$ cat src/rtl/sr_bank_arbiter.sv
// Round-robin arbiter sharing one bank of SR state bits between NREQ requesters.
// Each accepted command takes two cycles: IDLE picks and captures a winner, APPLY updates q and acks.
module sr_bank_arbiter #(
   parameter int               NREQ    = 4,
   parameter int               WIDTH   = 8,
   parameter logic [WIDTH-1:0] RST_VAL = '0
) (
   input  logic                     clk,
   input  logic                     rst_n,
   input  logic [NREQ-1:0]          req_valid,
   input  logic [2*NREQ-1:0]        req_op,
   input  logic [WIDTH*NREQ-1:0]    req_mask,
   output logic [NREQ-1:0]          req_ready,
   output logic [WIDTH-1:0]         q,
   output logic                     gnt_valid,
   output logic [$clog2(NREQ)-1:0]  gnt_id,
   output logic                     err,
   output logic [$clog2(NREQ)-1:0]  err_src,
   input  logic                     err_clr
);

   localparam int             IDW     = $clog2(NREQ);
   localparam logic [IDW:0]   NREQ_W  = (IDW+1)'(NREQ);
   localparam logic [IDW-1:0] LAST_ID = IDW'(NREQ - 1);

   typedef enum logic {IDLE, APPLY} state_t;

   state_t             state, state_nxt;
   logic [IDW-1:0]     ptr, ptr_nxt;
   logic [1:0]         op_r, op_nxt;
   logic [WIDTH-1:0]   mask_r, mask_nxt;
   logic [IDW-1:0]     gnt_id_nxt;
   logic               gnt_valid_nxt;
   logic [NREQ-1:0]    ready_nxt;
   logic [WIDTH-1:0]   q_nxt;
   logic               err_nxt;
   logic [IDW-1:0]     err_src_nxt;

   logic [1:0]         op_arr   [NREQ];
   logic [WIDTH-1:0]   mask_arr [NREQ];

   logic               found;
   logic [IDW-1:0]     winner;
   logic [IDW:0]       sum;
   logic [IDW-1:0]     cand;

   genvar gi;
   generate
      for (gi = 0; gi < NREQ; gi++) begin : g_unpack
         assign op_arr[gi]   = req_op[2*gi +: 2];
         assign mask_arr[gi] = req_mask[WIDTH*gi +: WIDTH];
      end
   endgenerate

   // Search from ptr upward, wrapping at NREQ (not at 2**IDW) so odd NREQ works.
   always_comb begin
      found  = 1'b0;
      winner = '0;
      sum    = '0;
      cand   = '0;
      for (int unsigned k = 0; k < NREQ; k++) begin
         sum = {1'b0, ptr} + (IDW+1)'(k);
         if (sum >= NREQ_W) begin
            sum = sum - NREQ_W;
         end
         cand = sum[IDW-1:0];
         if (!found && req_valid[cand]) begin
            found  = 1'b1;
            winner = cand;
         end
      end
   end

   always_comb begin
      state_nxt     = state;
      ptr_nxt       = ptr;
      op_nxt        = op_r;
      mask_nxt      = mask_r;
      gnt_id_nxt    = gnt_id;
      gnt_valid_nxt = 1'b0;
      ready_nxt     = '0;
      q_nxt         = q;
      err_nxt       = err;
      err_src_nxt   = err_src;

      if (err_clr) begin
         err_nxt = 1'b0;
      end

      unique case (state)
         IDLE: begin
            if (found) begin
               op_nxt            = op_arr[winner];
               mask_nxt          = mask_arr[winner];
               gnt_id_nxt        = winner;
               gnt_valid_nxt     = 1'b1;
               ready_nxt[winner] = 1'b1;
               state_nxt         = APPLY;
            end
         end
         APPLY: begin
            // A new invalid command overrides a simultaneous err_clr.
            case (op_r)
               2'b10:   q_nxt = q | mask_r;
               2'b01:   q_nxt = q & ~mask_r;
               2'b11: begin
                  err_nxt     = 1'b1;
                  err_src_nxt = gnt_id;
               end
               default: ;
            endcase
            ptr_nxt   = (gnt_id == LAST_ID) ? '0 : gnt_id + IDW'(1);
            state_nxt = IDLE;
         end
         default: state_nxt = IDLE;
      endcase
   end

   always_ff @(posedge clk or negedge rst_n) begin
      if (!rst_n) begin
         state     <= IDLE;
         ptr       <= '0;
         op_r      <= '0;
         mask_r    <= '0;
         gnt_id    <= '0;
         gnt_valid <= 1'b0;
         req_ready <= '0;
         q         <= RST_VAL;
         err       <= 1'b0;
         err_src   <= '0;
      end else begin
         state     <= state_nxt;
         ptr       <= ptr_nxt;
         op_r      <= op_nxt;
         mask_r    <= mask_nxt;
         gnt_id    <= gnt_id_nxt;
         gnt_valid <= gnt_valid_nxt;
         req_ready <= ready_nxt;
         q         <= q_nxt;
         err       <= err_nxt;
         err_src   <= err_src_nxt;
      end
   end

endmodule

$ cat config.mk
export PLATFORM = sky130hd
export DESIGN_NAME = sr_bank_arbiter
export DESIGN_NICKNAME = d
export VERILOG_FILES = /design/src/rtl/sr_bank_arbiter.sv
export SDC_FILE = /design/constraint.sdc
export NUM_CORES = 1
export LEC_CHECK = 0
export ABC_AREA = 1
export BUFFER_PORTS_ARGS = -buffer_cell sky130_fd_sc_hd__buf_4
export CORE_AREA = 2 2 53 75
export DETAILED_ROUTE_END_ITERATION = 10
export DIE_AREA = 0 0 55 77
export GPL_TIMING_DRIVEN = 0
export PLACE_DENSITY_LB_ADDON = 0.12
export SLEW_MARGIN = 20
export SYNTH_ARGS = -nofsm -noshare
export SYNTH_HDL_FRONTEND = slang
export SYNTH_SLANG_ARGS = --single-unit
$ cat constraint.sdc
create_clock -name clk -period 2.8 [get_ports clk]
set_input_delay 0.56 -clock clk [delete_from_list [all_inputs] [get_ports clk]]
set_output_delay 0.56 -clock clk [all_outputs]
set_load 0.02 [all_outputs]
* Word-level counts from Yosys, hierarchy flattened *
Cells that the tools add are included.

storage, ports and cells
  output and inout bits = 18
  input port bits = 47
  register bits = 31

operators by class
  $lt $le $gt $ge = 11
  bitwise operators = 5
  eq/ne operators = 4
  reductions and logical operators = 11
  muxes and demuxes = 38
  $add $sub $neg = 8

operators by type and width
  kind                                                 number
  2-to-1 mux 2 bit                                     11
  binary-select mux 8 bit (select 2 bit)               1
  2-to-1 mux 8 bit                                     2
  case mux 8 bit (2 select lines)                      1
  < comparator 2 x 3 -> 1 bit, second input constant   5
  2-to-1 mux 1 bit                                     14
  >= comparator 3 bit, second input constant           4
  AND 8 bit                                            1
  binary-select mux 1 bit (select 2 bit)               4
  2-to-1 mux 4 bit                                     2
  inverter 8 bit                                       1
  OR 8 bit                                             1
  subtractor 2 x 1 -> 2 bit, second input constant     4
  adder 2 x 2 -> 3 bit, second input constant          2
  equality test 2 bit, second input constant           3
  AND reduction 2 bit                                  3
  binary-select mux 2 bit (select 2 bit)               1
  logical AND 1 bit                                    4
  adder 2 x 1 -> 3 bit, second input constant          1
  >= comparator 2 x 3 -> 1 bit, second input constant  1
  zero test 1 bit                                      3
  inverter 2 -> 3 bit                                  1
  adder 2 x 1 -> 2 bit, second input constant          1
  demux 1 bit (select 2 bit)                           1
  5 further kinds                                      5

* Depth between registers and ports, before layout *
Gate-level depths: netlist of run 1.

  depth after elaboration = 20
  depth in mapped cells = 15
  mapped depth without buffers = 13

* Worst setup path before layout of run 1 *
No wires, ideal clock.

  path type = input -> register
  start = input req_valid[3]
  end = register mask_r[2]
  slack = 1.161 ns
  stages on the path = 13
  data arrival time = 1.515 ns
  buffers on the path = 1
  library setup time = 0.124 ns
  cell sequence = inv_1 -> nand2_1 -> nand3_1 -> nand2_2 -> inv_2 -> nand2_1 -> nand2_1 -> nand3_2 -> buf_4 -> nand2_1 -> nand2_1 -> nand2_1 -> nand3_1

between the ends
  word-level cells in the longest chain between the ends = 16

ends and longest elaborated chain
  element                                              line  RTL
  start, declared                                      10    input logic [NREQ-1:0] req_valid,
  binary-select mux 1 bit (select 2 bit)               67    if (!found && req_valid[cand]) begin
  2-to-1 mux 1 bit (implied by the code)               67
  2-to-1 mux 1 bit                                     67
  zero test 1 bit                                      67
  logical AND 1 bit                                    67
  2-to-1 mux 1 bit                                     67
  zero test 1 bit                                      67
  logical AND 1 bit                                    67
  2-to-1 mux 1 bit                                     67
  zero test 1 bit                                      67
  logical AND 1 bit                                    67
  2-to-1 mux 2 bit                                     67
  inverter 2 -> 3 bit (implied by the code)            94    mask_nxt = mask_arr[winner];
  binary-select mux 8 bit (select 2 bit)               94
  2-to-1 mux 8 bit (implied by the code) (2 in a row)  94
  end signal, assigned                                 135   mask_r <= mask_nxt;
  end, declared                                        31    logic [WIDTH-1:0] mask_r, mask_nxt;

Parallel ways exist; a longest one is shown, timed or not. The select of a mux whose other input is x is not followed.
A chain may end at the register's enable or synchronous reset.

* Worst setup path in the final report of run 1 *
  start = register ptr[0]
  end = register mask_r[3]

between the ends
  word-level cells in the longest chain between the ends = 18

ends and longest elaborated chain
  element                                                        line  RTL
  start, declared                                                29    logic [IDW-1:0] ptr, ptr_nxt;
  start signal, assigned                                         133   ptr <= ptr_nxt;
  branches (longest 18 deep; another with adder 2 x 1 -> 3 bit)  -

Parallel ways; which one is timed is not known. The select of a mux whose other input is x is not followed.

==> impl_metrics.json, run 1 <==
{
  "port_buffers": 64,
  "syn_area_per_cell_um2": 7.07,
  "dp.cells": 361,
  "htree_num_levels": 2,
  "ys_ff_latch": 30,
  "drc_errors": 0,
  "fin_util_pct": 67.4,
  "gp_congestion": 0.813,
  "post_cts_buffers": 0,
  "fillers": 349,
  "crit_family": "simple AND/OR/NAND/NOR gates",
  "grt_use_total_pct": 24.2,
  "hpwl_um": 3440,
  "yosysSeqAreaShare_pct": 41.6,
  "via_count": 1911,
  "grt_pass1_vias": 1758,
  "cts_root_buffer": "clkbuf_8",
  "setup_viol_count_final": 0,
  "die_h_um": 77,
  "die_width_um": 55,
  "cp_slowest_cell": "dfrtp_1",
  "path_max_fanout": 10,
  "core_area_um2": 3580,
  "ir_drop_mv": 0.860,
  "fin_cells": 368,
  "ant_nets": 0,
  "min_period_over_period_pct": 67.5,
  "floorplan.initialDensity_pct": 50.4,
  "cp_data_arrival_time_ps": 2100,
  "post_drt_wl_per_cell_um": 12.6,
  "fin_total_pwr_uw": 3320,
  "path_clk_slew_ps": 60,
  "final.setup.tns_ps": 0,
  "synthCells": 255,
  "fin_worst_skew_ps": 4.41,
  "p_leak_uw": 0.00134,
  "cp_cell_sequence": "buf_6 > inv_8 > nand2_1 > nand2_1 > nand2_1 > nand2_1 > nand3_1 > nand2_1 > nand3_2 > nor2_2 > nand2_1 > nand3_1",
  "clk_latency_ps": 280,
  "outcome": "complete, no violations",
  "wl_um": 4630,
  "grt_max_degree": 31,
  "fmax_mhz": 529,
  "nets": 376,
  "via_per_inst": 5.19,
  "slowest_delay_ps": 370,
  "crit_buf_inv": 2,
  "worst_setup_path_start_kind": "flop",
  "cts_buffers": 5,
  "drv_cap": 0,
  "crit_top_cell": "nand2_1",
  "cts_tree": "done",
  "rrSetupSlack_ps": 910,
  "power_density_nw_per_um2": 1380,
  "finalMaxSlewViolations": 0,
  "ctsResizeCount": 0,
  "cts_hold_repair.buffers": 0,
  "synth_nets": 305,
  "antenna_cells": 0,
  "hold_violations": 0,
  "min_period_ps": 1890,
  "clkSinkCount": 30,
  "dr.first_iter.drc_count": 69,
  "firstDrtPassIters": 4,
  "fin_hold_ws_ps": 196,
  "syn_area_um2": 1800,
  "grt_pass1_wl_um": 7540,
  "rsz0062_at_grt": "no",
  "synth.distinct_cells": 21,
  "critical_path_required_ps": 3010,
  "cts_buffer_depth": 2,
  "antenna_found_initial": 0,
  "worstSetupPathType": "reg2reg",
  "grt_overflow": 0,
  "drive_gt1_share_pct": 28.5,
  "syn2layout_area_growth_pct": 33.8,
  "io_pins": 65,
  "ys.warnings.count": 0,
  "worstMarginPinSlew_ps": 551,
  "die_area_um2": 4240,
  "end_kind": "flop",
  "relSlewSlack_pct": 63.1,
  "hp-class": "in2async",
  "std_cell_rows": 26
}
==> logic make-up (layout without fill, tap and decap cells) <==
| logic type | count (synthesis) | count (layout) | share of synthesized area [%] |
|---|---|---|---|
| and+or+nand+nor | 180 | 180 | 44.5 |
| DFF | 30 | 30 | 41.6 |
| buffers and inverters | 26 | 97 | 7.29 |
| AOI/OAI and AO/OA | 16 | 16 | 4.51 |
| adders and majority gates | 3 | 3 | 2.08 |
==> per-stage QoR <==
stage / worst slack, ps / instance area, um^2
6_report: 909 / 2410
5_1_grt: 657 / 2410
4_1_cts: 884 / 2410
3_5_place_dp: 781 / 2340
3_3_place_gp: 790 / 2340
2_1_floorplan: 1160 / 1800
==> cell type report <==
| class | instances | area, um^2 | area share [%] |
|---|---|---|---|
| buffer | 10 | 63.8 | 2.65 |
| clock buffer | 7 | 76.3 | 3.16 |
| inverter | 16 | 67.6 | 2.80 |
| multi-input combinational | 199 | 921 | 38.2 |
| sequential | 30 | 751 | 31.1 |
| tap | 42 | 52.6 | 2.18 |
| timing repair buffer | 64 | 480 | 19.9 |
==> cell usage in the layout (no fill, tap or decap) <==
master	synthesis	routed
nand2_1	125	125
buf_4	3	67
dfrtp_1	30	30
nand4_1	20	20
nand3_1	18	18
o21ai_0	15	15
inv_1	11	11
nor2_1	6	6
buf_2	6	6
clkbuf_8	0	5
inv_2	4	4
nand2_2	3	3
ha_1	3	3
nand3_2	2	2
nor3_1	2	2
clkbuf_1	0	2
buf_6	1	1
inv_8	1	1
nor2_4	1	1
nand3_4	1	1
nand2_4	1	1
nor2_2	1	1
o22ai_1	1	1
==> synthesized netlist by cell type, drive strengths merged <==
library cell	n	area [um^2]
nor3	2	10.0
o22ai	1	6.26
buf	10	63.8
inv	16	67.6
nor2	8	40.0
nand2	129	499
nand3	21	128
nand4	20	125
dfrtp	30	751
o21ai	15	75.1
ha	3	37.5
==> routing by layer <==
metal  vias to the layer above  share of wire (%)  track usage, %
met3                        12                4.4            5.25
met1                       877                 41            28.6
met5                         -                  0               0
met2                        56                 52            41.3
li1                        966                  -               -
met4                         0                2.3            8.54
==> path summary, 6_finish.rpt <==
check	from	to	depth (start not counted)
min	rst_n	ptr[0]	1
min reg2reg	err_src[1]	err_src[1]	2
min in group clk	err_src[1]	err_src[1]	2
max	ptr[0]	mask_r[3]	12
max in group asynchronous	rst_n	asynchronous set/reset pin	1
max reg2reg	ptr[0]	mask_r[3]	12
==> power by group <==
group / internal (uW) / switching, uW / total (uW)
Sequential: 651 / 131 / 781
Combinational: 791 / 1420 / 2210
Clock: 171 / 154 / 325
Total: 1610 / 1710 / 3320
(Power assumes the default switching activity.)
==> inputs of run 2 (changes only) <==
- CORE_AREA: 2 2 53 75 -> 2 2 57 80
- DIE_AREA: 0 0 55 77 -> 0 0 59 82
- clock period: 2.8 -> 1.6 ns (I/O delays scaled with it)
==> impl_metrics.json, run 2 (synthesis results as in run 1) <==
{
  "outcome": "finished, violations left",
  "violations": "setup timing",
  "syn2layout_area_growth_pct": 59.0,
  "core_area_um2": 4130,
  "worstSetupPathType": "reg2reg",
  "min_period_over_period_pct": 111,
  "reg2reg_from": "ptr[0]",
  "setup_slack_ps": -175,
  "hp-class": "in2reg",
  "fmax_mhz": 563,
  "cts_tree": "done",
  "via_per_inst": 5.19,
  "fin_total_pwr_uw": 7730,
  "min_path_cells": 2,
  "grt_overflow": 0,
  "final.setup.tns_ps": -2120,
  "relSlewSlack_pct": 74.6,
  "htree_num_levels": 2,
  "hpwl_um": 3540,
  "clkSinkCount": 30,
  "layout_commonest_cell": "nand2_1",
  "drv_cap": 0,
  "drc_errors": 0,
  "die_area_um2": 4840,
  "rsz0062_at_grt": "yes",
  "port_buffers": 64,
  "crit_family": "simple AND/OR/NAND/NOR gates",
  "grt_use_total_pct": 23.1,
  "fillers": 373,
  "slowest_delay_ps": 390,
  "path_max_fanout": 6,
  "wl_um": 5450,
  "fin_util_pct": 69.3,
  "min_from": "err_clr",
  "drive_gt1_share_pct": 45.3,
  "antenna_found_initial": 0,
  "reg2reg_to": "op_r[0]",
  "path_clk_slew_ps": 70,
  "pre_cts_ws_ps": -254,
  "dp.cells": 364,
  "post_drt_wl_per_cell_um": 14.1,
  "io_pins": 65,
  "min_period_ps": 1770,
  "nets": 391,
  "cp_data_arrival_time_ps": 2000,
  "power_density_nw_per_um2": 2700,
  "critPathLaunch": "ptr[0]",
  "worst_setup_path_start_kind": "flop",
  "finalMaxSlewViolations": 0,
  "gp_congestion": 0.867,
  "fin_worst_skew_ps": 5.33,
  "cp_cell_sequence": "buf_6 > inv_8 > nand2_2 > nand3_1 > nand2_2 > inv_1 > nand3_4 > nand3_4 > buf_6 > nand2_1 > nand2_1 > nand2_1 > nand3_1",
  "via_count": 2010,
  "fin_cells": 387,
  "grt_pass1_vias": 1994,
  "critical_path_required_ps": 1830,
  "hold_violations": 0,
  "grt_max_degree": 31,
  "dr.first_iter.drc_count": 64,
  "setup_viol_count_final": 15,
  "ant_nets": 0,
  "antenna_cells": 0,
  "reg2reg_depth": 13,
  "rrSetupSlack_ps": -170,
  "firstDrtPassIters": 4,
  "layout.cells.most_common_list": "nand2_1 (93), buf_4 (71), dfrtp_1 (29), nand2_2 (25), nand4_1 (20)",
  "crit_top_cell": "nand2_1",
  "floorplan.initialDensity_pct": 43.6,
  "grt_pass1_wl_um": 8460,
  "worstHoldEndpoint": "err",
  "cp_slowest_cell": "dfrtp_1",
  "p_leak_uw": 0.00152,
  "cts_buffer_depth": 2,
  "cts_root_buffer": "clkbuf_8",
  "die_width_um": 59,
  "clk_latency_ps": 290,
  "crit_buf_inv": 4,
  "std_cell_rows": 28,
  "ir_drop_mv": 1.10,
  "die_h_um": 82,
  "cts_buffers": 5,
  "end_kind": "flop",
  "worstMarginPinSlew_ps": 380
}
run 2: power breakdown:
group          internal [uW]  leakage, uW  switching (uW)
Sequential              1140     0.000373             257
Combinational           2360      0.00110            3320
Clock                    345    0.0000472             304
Total                   3850      0.00152            3890
run 2: through the flow:
step | cell area [um^2] | hold slack (ps)
CTS | 2700 | 218
detailed placement | 2340 | 272
floorplan | 1800 | 24.4
global placement | 2340 | 269
global route | 2870 | 251
finish | 2870 | 220
run 2: how the worst max path moves through the flow:
stage,to,slack (ps),cells after the start
after floorplan,mask_r[2],30,14
after global placement,mask_r[7],-260,12
after detailed placement,mask_r[2],-250,12
after CTS,mask_r[7],-130,13
after global routing,op_r[0],-290,12
final,op_r[0],-170,13
run 2: area by class of cell:
cell class,instances,area [um^2],area share [%]
flip-flops and latches,30,752,26.2
plain buffers,10,111,3.88
repair buffers,77,616,21.5
clock buffers,6,82.6,2.88
inverters,16,75.1,2.62
repair inverters,1,6.26,0.218
clock inverters,2,12.5,0.436
well taps,45,56.3,1.96
multi-input cells,200,1150,40.3
run 2: timing repair:
item                                    in CTS  in global routing
endpoints found under the hold margin       30                  0
cloned                                       5                  1
gates resized for setup                     48                 38
pin swaps                                   24                 15
hold buffers                                 1                  0
buffers inserted                             7                  1
endpoints found under the setup margin      16                 24
run 2: metal layers:
| metal | wire length (um) | global-route usage (%) | part of all wire [%] | vias to the layer above |
|---|---|---|---|---|
| met5 | 0 | 0 | 0 | - |
| met4 | 148 | 9.32 | 2.7 | 0 |
| met3 | 260 | 5.83 | 4.8 | 12 |
| met2 | 2960 | 41.8 | 54 | 67 |
| met1 | 2080 | 25.4 | 38 | 933 |
| li1 | - | - | - | 998 |
